## src/rtl/cnt_seq_checker_sat_cnt.sv

```systemverilog
// Saturating error counter; a clear coincident with an increment yields 1.
module sat_cnt #(
    parameter int W = 8
) (
    input  logic         clk,
    input  logic         rst,
    input  logic         inc_i,
    input  logic         clr_i,
    output logic [W-1:0] cnt_o
);
    localparam logic [W-1:0] MAX_V = {W{1'b1}};

    logic [W-1:0] cnt_q, cnt_d;

    // Next count: clear wins but keeps a same-cycle increment, else saturate
    always_comb begin
        cnt_d = cnt_q;
        if (clr_i) begin
            cnt_d = inc_i ? W'(1) : '0;
        end else if (inc_i && (cnt_q != MAX_V)) begin
            cnt_d = cnt_q + W'(1);
        end
    end

    // Count register
    always_ff @(posedge clk or posedge rst) begin
        if (rst) cnt_q <= '0;
        else     cnt_q <= cnt_d;
    end

    assign cnt_o = cnt_q;
endmodule

```

## config.mk

```make
export PLATFORM = sky130hd
export DESIGN_NAME = sat_cnt
export DESIGN_NICKNAME = d
export VERILOG_FILES = /design/src/rtl/cnt_seq_checker_sat_cnt.sv
export SDC_FILE = /design/constraint.sdc
export NUM_CORES = 1
export LEC_CHECK = 0
export ABC_AREA = 1
export CAP_MARGIN = 20
export CORE_MARGIN = 10
export CORE_UTILIZATION = 25
export DETAILED_ROUTE_END_ITERATION = 8
export GPL_TIMING_DRIVEN = 0
export PLACE_DENSITY = 0.53
export SETUP_SLACK_MARGIN = 0.4
export SYNTH_ARGS = -nofsm -noshare
export SYNTH_HDL_FRONTEND = slang
export SYNTH_SLANG_ARGS = --single-unit
```

## constraint.sdc

```tcl
create_clock -name clk -period 1.7 [get_ports clk]
set_input_delay 0.34 -clock clk [delete_from_list [all_inputs] [get_ports clk]]
set_output_delay 0.34 -clock clk [all_outputs]
set_load 0.02 [all_outputs]
```

==> flow_summary.toml, run 1 <==
[sta]
post-route-period-util_pct = 74.4
maxSlewHeadroom_pct = 77.7
clock_skew_ps = 0.978
final_hold_viol_count = 0
worst_pin_slew_ps = 334
slew_violations = 0
setup_violations = 0
timing.final.ws_setup_ps = 436
fmax_mhz = 791
rsz0062_at_grt = "yes"
hold_ws_ps = 333
fin_crit_ps = 1260
setup-tns-final_ps = 0

[setup_path]
crit_start = "cnt_o[1]"
end_kind = "register"
r2r_setup_slack_ps = 440
path_class = "reg2reg"
required_ps = 1910
worstPathArrival_ps = 1470
cp-endpoint = "cnt_o[7]"
reg2reg_from = "cnt_o[1]"
cp-start-kind = "register"
timing.rr.end = "cnt_o[7]"
cp_max_fo = 5
r2r_cells = 6

[routing]
drc = 0
drt_iter0_drc = 22
vias = 495
avgViaCountPerCell = 4.27
drt_wl_total_mm = 1.33
first_pass_iters = 4
ant_nets = 0
routedWlPerCell_um = 11.4

[placed_design]
portBuffers = 11
postPlaceCellArea_sq_um = 643
gp_congestion = 0.792
dp_slack_ps = 218
dp_hpwl_um = 892

[clock_tree]
numCtsBuffers = 3
clk_path_buf_depth = 2
ctsHoldBuffers = 0
cts_sinks = 8
h-tree-depth = 1
clkTransAtPathRegs_ps = 60
insertion_delay_ps = 260
cts_tree = "done"
root_buffer = "clkbuf_4"

[finish]
utilization_pct = 38.0
final_common_cell = "nand2_1"
mostFrequentLayoutCells = "nand2_1 (17), nand2_2 (8), inv_1 (7), dfrtp_1 (6)"
n_antenna_cell = 0
fin_nets = 95
area_growth_pct = 46.9
layout-drive-gt1-share_pct = 40.4
final_area_sq_um = 729
largest_reg_flops = 8

[synth]
seq_area_frac_synth_pct = 40.3
synthDistinctLibCells = 19
yosys_warnings = 0
ys_async_sr_fraction_pct = 100
synth.net_count = 75
synth-main-ff-cell = "dfrtp_1"
synth_cells = 70
syn_area_sq_um = 497
synth.ff_latch_count = 8
synth_edf_count = 0
syn_avg_cell_area_sq_um = 7.10

[job]
maxCapViolations = 0

[min_path]
hp-class = "in2async"

[power]
power_density_nw_per_um2 = 626
leakage_nw = 0.384
ir_drop_mv = 0.419

[die]
die_w_um = 64.6
fp-row-count = 16
fp.dieH_um = 64.6
die_area_sq_um = 4170
floorplan.initialDensity_pct = 25.8
io_pins = 12
core_sq_um = 1920

[status]
status = "complete, no violations"

[global_routing]
gr-usage-all-layers_pct = 6.69
grt.overflow.total = 0
grt_pass1_wl_mm = 2.10
antenna_found_initial = 0
grt_max_degree = 9
grt_pass1_vias = 456
## metrics by stage
step / total power [mW] / cells
2_1_floorplan: 0.250 / 70
3_3_place_gp: 0.286 / 108
3_5_place_dp: 0.285 / 108
4_1_cts: 0.460 / 115
5_1_grt: 0.490 / 116
6_report: 0.457 / 116
## what timing repair did
action | 4_1_cts | 5_1_grt
pin swaps | 1 | 6
setup buffers | 3 | 1
gates resized for setup | 28 | 18
setup endpoints to repair | 13 | 12
## cell families (layout without fill, tap and decap cells)
kind of cell	Yosys count	in the layout	synth area share, %
buffers and inverters	10	29	8.56
AO/OA/AOI/OAI	6	6	6.55
flip-flops	8	8	40.3
AND/OR/NAND/NOR	44	44	40.3
XOR/XNOR	1	1	1.76
adder cells (fa/ha/maj)	1	1	2.52
## how the worst min path moves through the flow
stage,from,end,cells after the start
2_1_floorplan,rst,cnt_o[2],1
3_3_place_gp,cnt_o[6],cnt_o[6],2
3_5_place_dp,cnt_o[6],cnt_o[6],2
4_1_cts,rst,cnt_o[2],2
5_1_grt,rst,cnt_o[2],2
6_report,rst,cnt_o[2],2
## cells in the mapped netlist, types with 2 or more instances
library cell  count  share of area [%]
nand2_1          24                 18
dfrtp_1           8                 40
inv_1             7                5.3
nor2_1            7                5.3
nand3_1           5                5.0
nand2_2           3                3.8
a21oi_1           2                2.0
nand4_1           2                2.5
o21ai_1           2                2.0
## metal layers
layer	up-vias	global-route usage (%)	share of wire, %
met5	-	0	0
met1	213	7.25	47
met4	0	4.01	1.8
li1	260	-	-
met2	17	9.11	41
met3	5	4.98	10
## area by class of cell
type,instances,area [sq um]
Clock buffer,4,26.3
Inverter,10,45.0
Fill cell,221,1190
Tap cell,27,33.8
Sequential cell,8,203
Multi-Input combinational cell,52,309
Timing Repair Buffer,15,113
## critical path: stages, from the launching register on
cell and delay (ps):
dfrtp_2 450, ha_4 190, nand2_4 70, nor2_4 40, a21oi_1 240, nand4_1 140
nand2_2 80
## where the power goes
part / internal, mW / switching, mW
registers: 0.199 / 0.0112
logic: 0.0317 / 0.0490
clock network: 0.0905 / 0.0751
total: 0.321 / 0.135
Power figures use the tool's default switching activity.
==> run 2, diff against run 1 <==
==> constraint.sdc (replaced) <==
create_clock -name clk -period 1.3 [get_ports clk]
set_input_delay 0.26 -clock clk [delete_from_list [all_inputs] [get_ports clk]]
set_output_delay 0.26 -clock clk [all_outputs]
set_load 0.02 [all_outputs]
==> run 2 against run 1 <==
Effect of this change: critical path depth up 3; utilization up 4.1 points; power up 38%; flip-flop and latch count unchanged; design area up 11%; non-clock buffer count up 7; largest cell class unchanged; clock skew up 8.0 ps.
==> flow_summary.toml, run 2 (same netlist as run 1, synthesis figures left out) <==
[clock_tree]
numCtsBuffers = 3
insertion_delay_ps = 260
cts_tree = "done"
ctsHoldBuffers = 0
cts_sinks = 8
clkTransAtPathRegs_ps = 60
root_buffer = "clkbuf_4"
clk_path_buf_depth = 2
h-tree-depth = 1

[placed_design]
gp_congestion = 0.798
dp_hpwl_um = 947
portBuffers = 11

[setup_path]
critical_path.max_stage_delay_ps = 430
worstPathArrival_ps = 1410
reg2reg_from = "cnt_o[0]"
required_ps = 1450
end_kind = "register"
path_class = "reg2reg"
timing.rr.end = "cnt_o[7]"
cp-start-kind = "register"
path_delay_family = "simple AND/OR/NAND/NOR gates"
cp-endpoint = "cnt_o[7]"
cp_max_fo = 6
crit_cells = 9
crit_path_frequent_cell = "nand2_2"
crit_start = "cnt_o[0]"
r2r_setup_slack_ps = 40
crit_path_top_delay_cell = "dfrtp_2"
r2r_cells = 9
crit_buf_inv = 1
crit_chain = "ha_4 > nand2_4 > nor2_4 > nand2_2 > nand2_2 > nand2_4 > clkinv_4 > nand2_2 > nand2_2"

[sta]
post-route-period-util_pct = 96.9
worst_pin_slew_ps = 339
setup_violations = 0
fin_crit_ps = 1260
final_hold_viol_count = 0
clock_skew_ps = 8.94
rsz0062_at_grt = "yes"
hold_ws_ps = 252
fmax_mhz = 793
slew_violations = 0
maxSlewHeadroom_pct = 77.4

[routing]
routedWlPerCell_um = 11.1
ant_nets = 0
drt_iter0_drc = 4
drt_wl_total_mm = 1.36
avgViaCountPerCell = 4.21
first_pass_iters = 4
vias = 518
drc = 0

[power]
p_sw_uw = 183
pwr-share-comb_pct = 22.0
internal-power_uw = 450
power_density_nw_per_um2 = 782
seqPwrFrac_pct = 43.7
clkPwrFrac_pct = 34.4
leakage_nw = 0.406
switching_share_pct = 28.9
ir_drop_mv = 0.518

[finish]
largest_reg_flops = 8
layout-drive-gt1-share_pct = 42.7
final_common_cell = "nand2_1"
mostFrequentLayoutCells = "nand2_1 (21), buf_4 (10), buf_6 (8), inv_1 (7), nor2_1 (6)"
n_antenna_cell = 0
fin_nets = 102
area_growth_pct = 62.7
utilization_pct = 42.1

[die]
die_area_sq_um = 4170
floorplan.initialDensity_pct = 25.8
fp.dieH_um = 64.6
io_pins = 12
fp-row-count = 16
die_w_um = 64.6
core_sq_um = 1920

[global_routing]
grt.overflow.total = 0
gr-usage-all-layers_pct = 7.36
antenna_found_initial = 0
grt_max_degree = 9
grt_pass1_wl_mm = 2.33
grt_pass1_vias = 507

[job]
maxCapViolations = 0

[status]
status = "complete, no violations"

[min_path]
hp-class = "in2async"
-- run 2: final cells by class --
cell class | instances | area [sq um]
Fill cell | 214 | 1110
Clock buffer | 4 | 26.3
Multi-Input combinational cell | 52 | 300
Tap cell | 27 | 33.8
Timing Repair Buffer | 22 | 200
Sequential cell | 8 | 205
Inverter | 10 | 42.5
-- run 2: worst min path at each step --
stage	slack [ps]	startpoint	cells after the start	to
6_report	250	rst	2	cnt_o[4]
4_1_cts	270	rst	2	cnt_o[4]
2_1_floorplan	80	rst	1	cnt_o[2]
5_1_grt	300	rst	2	cnt_o[4]
3_3_place_gp	500	cnt_o[6]	2	cnt_o[6]
3_5_place_dp	500	cnt_o[6]	2	cnt_o[6]
-- run 2: power groups by stage --
| stage | registers (mW) | clock network [mW] | logic (mW) |
|---|---|---|---|
| floorplan | 0.293 | 0 | 0.0414 |
| global placement | 0.282 | 0 | 0.0984 |
| detailed placement | 0.282 | 0 | 0.0984 |
| CTS | 0.275 | 0.229 | 0.128 |
| global route | 0.277 | 0.256 | 0.154 |
| finish | 0.276 | 0.218 | 0.139 |
-- run 2: stage by stage --
stage | instance area (sq um) | TNS [ps] | power, mW | cells | setup WS (ps)
final | 808 | 0 | 0.632 | 123 | 39.7
after global placement | 662 | -520 | 0.381 | 108 | -106
after detailed placement | 662 | -456 | 0.381 | 108 | -97.6
after CTS | 764 | 0 | 0.633 | 119 | 44.2
after global routing | 808 | -241 | 0.687 | 123 | -45.2
after floorplan | 518 | 0 | 0.334 | 70 | 58.0
-- run 2: metal layers --
layer / track usage [%] / wire length, um / up-vias / part of all wire (%)
met4: 5.61 / 29 / 0 / 2.1
met2: 10.2 / 599 / 12 / 44
met3: 3.95 / 60 / 2 / 4.4
met1: 8.24 / 671 / 232 / 49
li1: - / - / 272 / -
met5: 0 / 0 / - / 0
-- run 2: repair_timing --
action	4_1_cts	5_1_grt
resized for setup	49	6
buffers inserted	7	4
pin swaps	4	1
endpoints found under the setup margin	16	16
==> run 3, diff against run 2 <==
--- a/config.mk
+++ b/config.mk
@@ -16,3 +16,4 @@
 export SYNTH_ARGS = -nofsm -noshare
 export SYNTH_HDL_FRONTEND = slang
 export SYNTH_SLANG_ARGS = --single-unit
+export TNS_END_PERCENT = 1
==> run 3 against run 2 <==
Effect of this change: clock skew down 8.2 ps; clock power hardly changed; critical path depth fell by 1; sequential share of layout area increased by 2.7 points; via count shrank 2.3%; routed wire length fell by 4.6%; register-to-register slack hardly changed; design area decreased by 11%; critical path type unchanged; largest power group unchanged.
==> flow_summary.toml, run 3 (same netlist as run 1, synthesis figures left out) <==
[status]
status = "complete, no violations"

[global_routing]
antenna_found_initial = 0
grt_pass1_wl_mm = 2.35
grt_pass1_vias = 505
grt.overflow.total = 0
grt_max_degree = 9
gr-usage-all-layers_pct = 7.04

[routing]
drt_iter0_drc = 10
avgViaCountPerCell = 4.29
ant_nets = 0
first_pass_iters = 3
vias = 506
drt_wl_total_mm = 1.30
drc = 0
routedWlPerCell_um = 11.0

[die]
io_pins = 12
die_area_sq_um = 4170
fp-row-count = 16
core_sq_um = 1920
fp.dieH_um = 64.6
floorplan.initialDensity_pct = 25.8
die_w_um = 64.6

[placed_design]
gp_congestion = 0.774
dp_hpwl_um = 944
postPlaceCellArea_sq_um = 661
dp_slack_ps = -131
portBuffers = 11

[sta]
final_hold_viol_count = 0
fin_crit_ps = 1270
maxSlewHeadroom_pct = 77.3
clock_skew_ps = 0.757
setup_violations = 0
worst_pin_slew_ps = 341
timing.final.ws_setup_ps = 32.7
fmax_mhz = 789
slew_violations = 0
rsz0062_at_grt = "yes"
post-route-period-util_pct = 97.5

[finish]
mostFrequentLayoutCells = "nand2_1 (21), inv_1 (7), nor2_1 (6), dfrtp_1 (6), buf_4 (6)"
area_growth_pct = 45.1
utilization_pct = 37.5
final_common_cell = "nand2_1"
layout-drive-gt1-share_pct = 34.1
fin_nets = 97
fillers = 221
final_area_sq_um = 721
multi_input_area_sq_um = 282
largest_reg_flops = 8
n_antenna_cell = 0
seqCellArea_sq_um = 203

[power]
seqPwrFrac_pct = 44.7
p_sw_uw = 179
leakage_nw = 0.378
ir_drop_mv = 0.476
pwr-share-comb_pct = 19.6
total_power_uw = 610
internal-power_uw = 432
power_density_nw_per_um2 = 847
clkPwrFrac_pct = 35.7
switching_share_pct = 29.3

[clock_tree]
root_buffer = "clkbuf_4"
clk_path_buf_depth = 2
numCtsBuffers = 3
clkTransAtPathRegs_ps = 60
ctsHoldBuffers = 0
cts_tree = "done"
insertion_delay_ps = 260
h-tree-depth = 1
cts_sinks = 8

[setup_path]
crit_path_top_delay_cell = "dfrtp_2"
cp-start-kind = "register"
path_class = "reg2reg"
crit_chain = "ha_4 > nand2_4 > nor2_2 > nand2_2 > nand2_2 > nand2_4 > buf_4 > o21ai_1"
cp_max_fo = 6
critical_path.max_stage_delay_ps = 400
required_ps = 1490
worstPathArrival_ps = 1450
end_kind = "register"

[job]
maxCapViolations = 0

[min_path]
hp-class = "in2async"
[run 3: through the flow]
step           TNS, ps  hold slack (ps)  cells
2_1_floorplan        0             75.5     70
3_3_place_gp      -541              503    108
3_5_place_dp      -695              511    108
4_1_cts              0              257    116
5_1_grt           -298              293    118
6_report             0              253    118
[run 3: layout make-up]
type | count | share of cell area [%]
Clock buffer | 4 | 3.65
Inverter | 10 | 5.90
Multi-Input combinational cell | 52 | 39.1
Sequential cell | 8 | 28.1
Tap cell | 27 | 4.69
Timing Repair Buffer | 17 | 18.6
[run 3: what timing repair did]
item / CTS / global route
resized for setup: 22 / 18
setup buffers: 4 / 2
pin swaps: 3 / 1
setup endpoints to repair: 16 / 16
gates cloned: 0 / 0
[run 3: final timing paths]
check	from	to	slack (ps)	cells past startpoint
setup / recovery	cnt_o[0]	cnt_o[0]	30	8
hold / removal	rst	cnt_o[3]	250	2
setup reg to reg	cnt_o[0]	cnt_o[0]	30	8
hold reg to reg	cnt_o[6]	cnt_o[6]	520	2
max in group asynchronous	rst	cnt_o[1]	780	2
min in group clk	cnt_o[6]	cnt_o[6]	520	2
[run 3: power by group through the flow]
stage | combinational, mW | clock [mW] | sequential (mW)
6_report | 0.119 | 0.218 | 0.273
5_1_grt | 0.132 | 0.254 | 0.275
4_1_cts | 0.117 | 0.230 | 0.273
3_5_place_dp | 0.0986 | 0 | 0.282
3_3_place_gp | 0.0984 | 0 | 0.283
2_1_floorplan | 0.0414 | 0 | 0.293
[run 3: critical path, delay by kind of cell (launching register included)]
family / cells / cell delay, ps
DFF: 1 / 400
adders and majority gates: 1 / 160
and+or+nand+nor: 5 / 400
AOI/OAI and AO/OA: 1 / 100
buffers and inverters: 1 / 140
[run 3: metal layers]
layer / up-vias / routed length (um) / GRT usage [%]
li1: 260 / - / -
met1: 234 / 649 / 8.53
met2: 12 / 554 / 9.85
met3: 0 / 95 / 4.47
met4: 0 / 0 / 2.41
met5: - / 0 / 0
==> patch, RTL diff (flow settings as in run 2) <==
Change the parameter `W` from 8 to 9.
--- a/src/rtl/cnt_seq_checker_sat_cnt.sv
+++ b/src/rtl/cnt_seq_checker_sat_cnt.sv
@@ -1,6 +1,6 @@
 // Saturating error counter; a clear coincident with an increment yields 1.
 module sat_cnt #(
-    parameter int W = 8
+    parameter int W = 9
 ) (
     input  logic         clk,
     input  logic         rst,
Ports: changed (resized cnt_o); port bits go from 12 to 13. The function was not compared with the original's and may differ.
==> patch against run 2 <==
The run now ends with setup timing left. Routed wire length is 13% higher. Worst setup slack worse by 230 ps. Core utilization is 0.068 points higher. Area after synthesis is 7.8% higher. First-iteration DRC count grew to 7.8 times the old value. Count of clock-buffer cells in the layout stayed put. Cell count is 1.6% higher. Sequential cell count is 1 higher. Clock skew is 3.0 ps lower. Cell area is 4.3% higher. Power is 4.5% higher. Combinational power is 4% lower.
==> patch: results (changes against run 2) <==
[sta]
fin_tns_setup_ps=-1260  ; was 0 ps
setup_ws_ps=-187  ; was 39.7 ps
final_max_slew_viol_count=0  ; unchanged
slew_headroom=0.759  ; was 0.774
finalSetupViolCount=10  ; was 0
skew_ps=5.95  ; was 8.94 ps

[synthesis]
synth_area_leaders=dfrtp_1, nand2_1, nand3_1  ; was dfrtp_1, nand2_1, inv_1
seq_area_frac_synth=0.421  ; was 0.403
syn_nets=78  ; was 75
synth_edf_count=0  ; unchanged
synthCells=72  ; was 70
synth_cell_types=17  ; was 19
synth.top_cells.by_count=nand2_1, dfrtp_1, nor2_1  ; was nand2_1, dfrtp_1, inv_1, nor2_1, nand3_1

[power]
power_density_mw_per_mm2=784  ; was 782 mW/mm2
p_sw_frac=0.283  ; was 0.289
p_leak_nw=0.393  ; was 0.406 nW
pg_clk_uw=226  ; was 218 uW
ir_drop_mv=0.344  ; was 0.518 mV
sequentialPower_uw=302  ; was 276 uW

[critical_path]
critPathTopFamily=simple AND/OR/NAND/NOR gates  ; unchanged
crit_path_top_delay_cell=dfrtp_2  ; unchanged
cp_max_fo=4  ; was 6
start_kind=flip-flop  ; unchanged
reg2reg_from=cnt_o[0]  ; unchanged
worstPathArrival_ps=1650  ; was 1410 ps

[run_status]
violations=setup timing
status=finished, violations left  ; was finished clean

[final_layout]
seq_area_um2=231  ; was 205 um2
antenna_cells=0  ; unchanged
final_cells=125  ; was 123
largest_register_ffs=9  ; was 8
drive_above_1_share=0.439  ; was 0.427
fillers=203  ; was 214

[global_route]
grt_use_total=0.0752  ; was 0.0736
use_met3=0.0102  ; was 0.0395
grt_use_met2=0.130  ; was 0.102
first_global_vias=553  ; was 507
grt_max_degree=10  ; was 9
grt_first_pass_wirelength_um=2550  ; was 2330 um
use_met1=0.0808  ; was 0.0824

[cts]
insertion_delay_ps=270
htreeDepth=1  ; unchanged
cts_made_buffers=3  ; unchanged
cts-root-buf=clkbuf_4  ; unchanged

[placed_design]
port_buffers=12  ; was 11
place_area_um2=717  ; was 662 um2
pre_cts_slack_ps=-258  ; was -97.6 ps
place_hpwl_um=1070  ; was 947 um
dp_cells=111  ; was 108
gp_congestion=0.757  ; was 0.798

[hold_path]
hp-class=primary input to asynchronous set/reset pin  ; unchanged

[route]
vias=562  ; was 518
drtIter0Drc=31  ; was 4
routedWlPerCell_um=12.3  ; was 11.1 um

## patch: changes by cell type after synthesis, sizes merged
cell,before,now
o21ai,3,1
o211ai,0,1
o21bai,1,0
nand3,5,8
nand2,28,21
nor3,1,0
nand4,2,4
ha,1,2
clkinv,2,1
dfrtp,8,9
xor2,1,0
inv,8,10
nor2,8,12
nor3b,0,1
## patch: cell type report
class	count	share of cell area
clock buffers	4	0.0312
inverters	11	0.0490
multi-input cells	52	0.366
flip-flops and latches	9	0.274
well taps	27	0.0401
repair buffers	22	0.239
## patch: worst paths after layout
path,end,slack [ps],cells after the start
worst max-delay path,cnt_o[5],-190,10
worst min-delay path,cnt_o[5],250,2
worst min register to register,cnt_o[4],560,2
max in group asynchronous,cnt_o[1],760,2
min in group clk,cnt_o[4],560,2
worst max register to register,cnt_o[5],-190,10
## patch: routing by layer
metal	wire length, um	part of all wire
met3	88	0.057
met1	599	0.39
met2	801	0.52
met5	0	0
met4	51	0.033
## patch: worst register-to-register path: cells and delay by family (launching register included)
kind | cells | cell delay [ps]
buf+inv | 1 | 90
simple gates | 7 | 530
fa+ha+maj | 2 | 350
flops | 1 | 420
## patch: what timing repair did
| action | in CTS | in global routing |
|---|---|---|
| pin swaps | 8 | 5 |
| endpoints found under the setup margin | 18 | 18 |
| buffers inserted | 8 | 2 |
| resized for setup | 50 | 7 |
| endpoints found under the hold margin | 0 | 0 |
| cloned | 0 | 0 |
## patch: cells by family (layout without fill, tap and decap cells)
kind of cell	count (synthesis)	after routing	synth area share
AND/OR/NAND/NOR	46	46	0.414
buffers and inverters	11	37	0.0771
flip-flops	9	9	0.421
AO/OA/AOI/OAI	4	4	0.0421
adder cells (fa/ha/maj)	2	2	0.0467
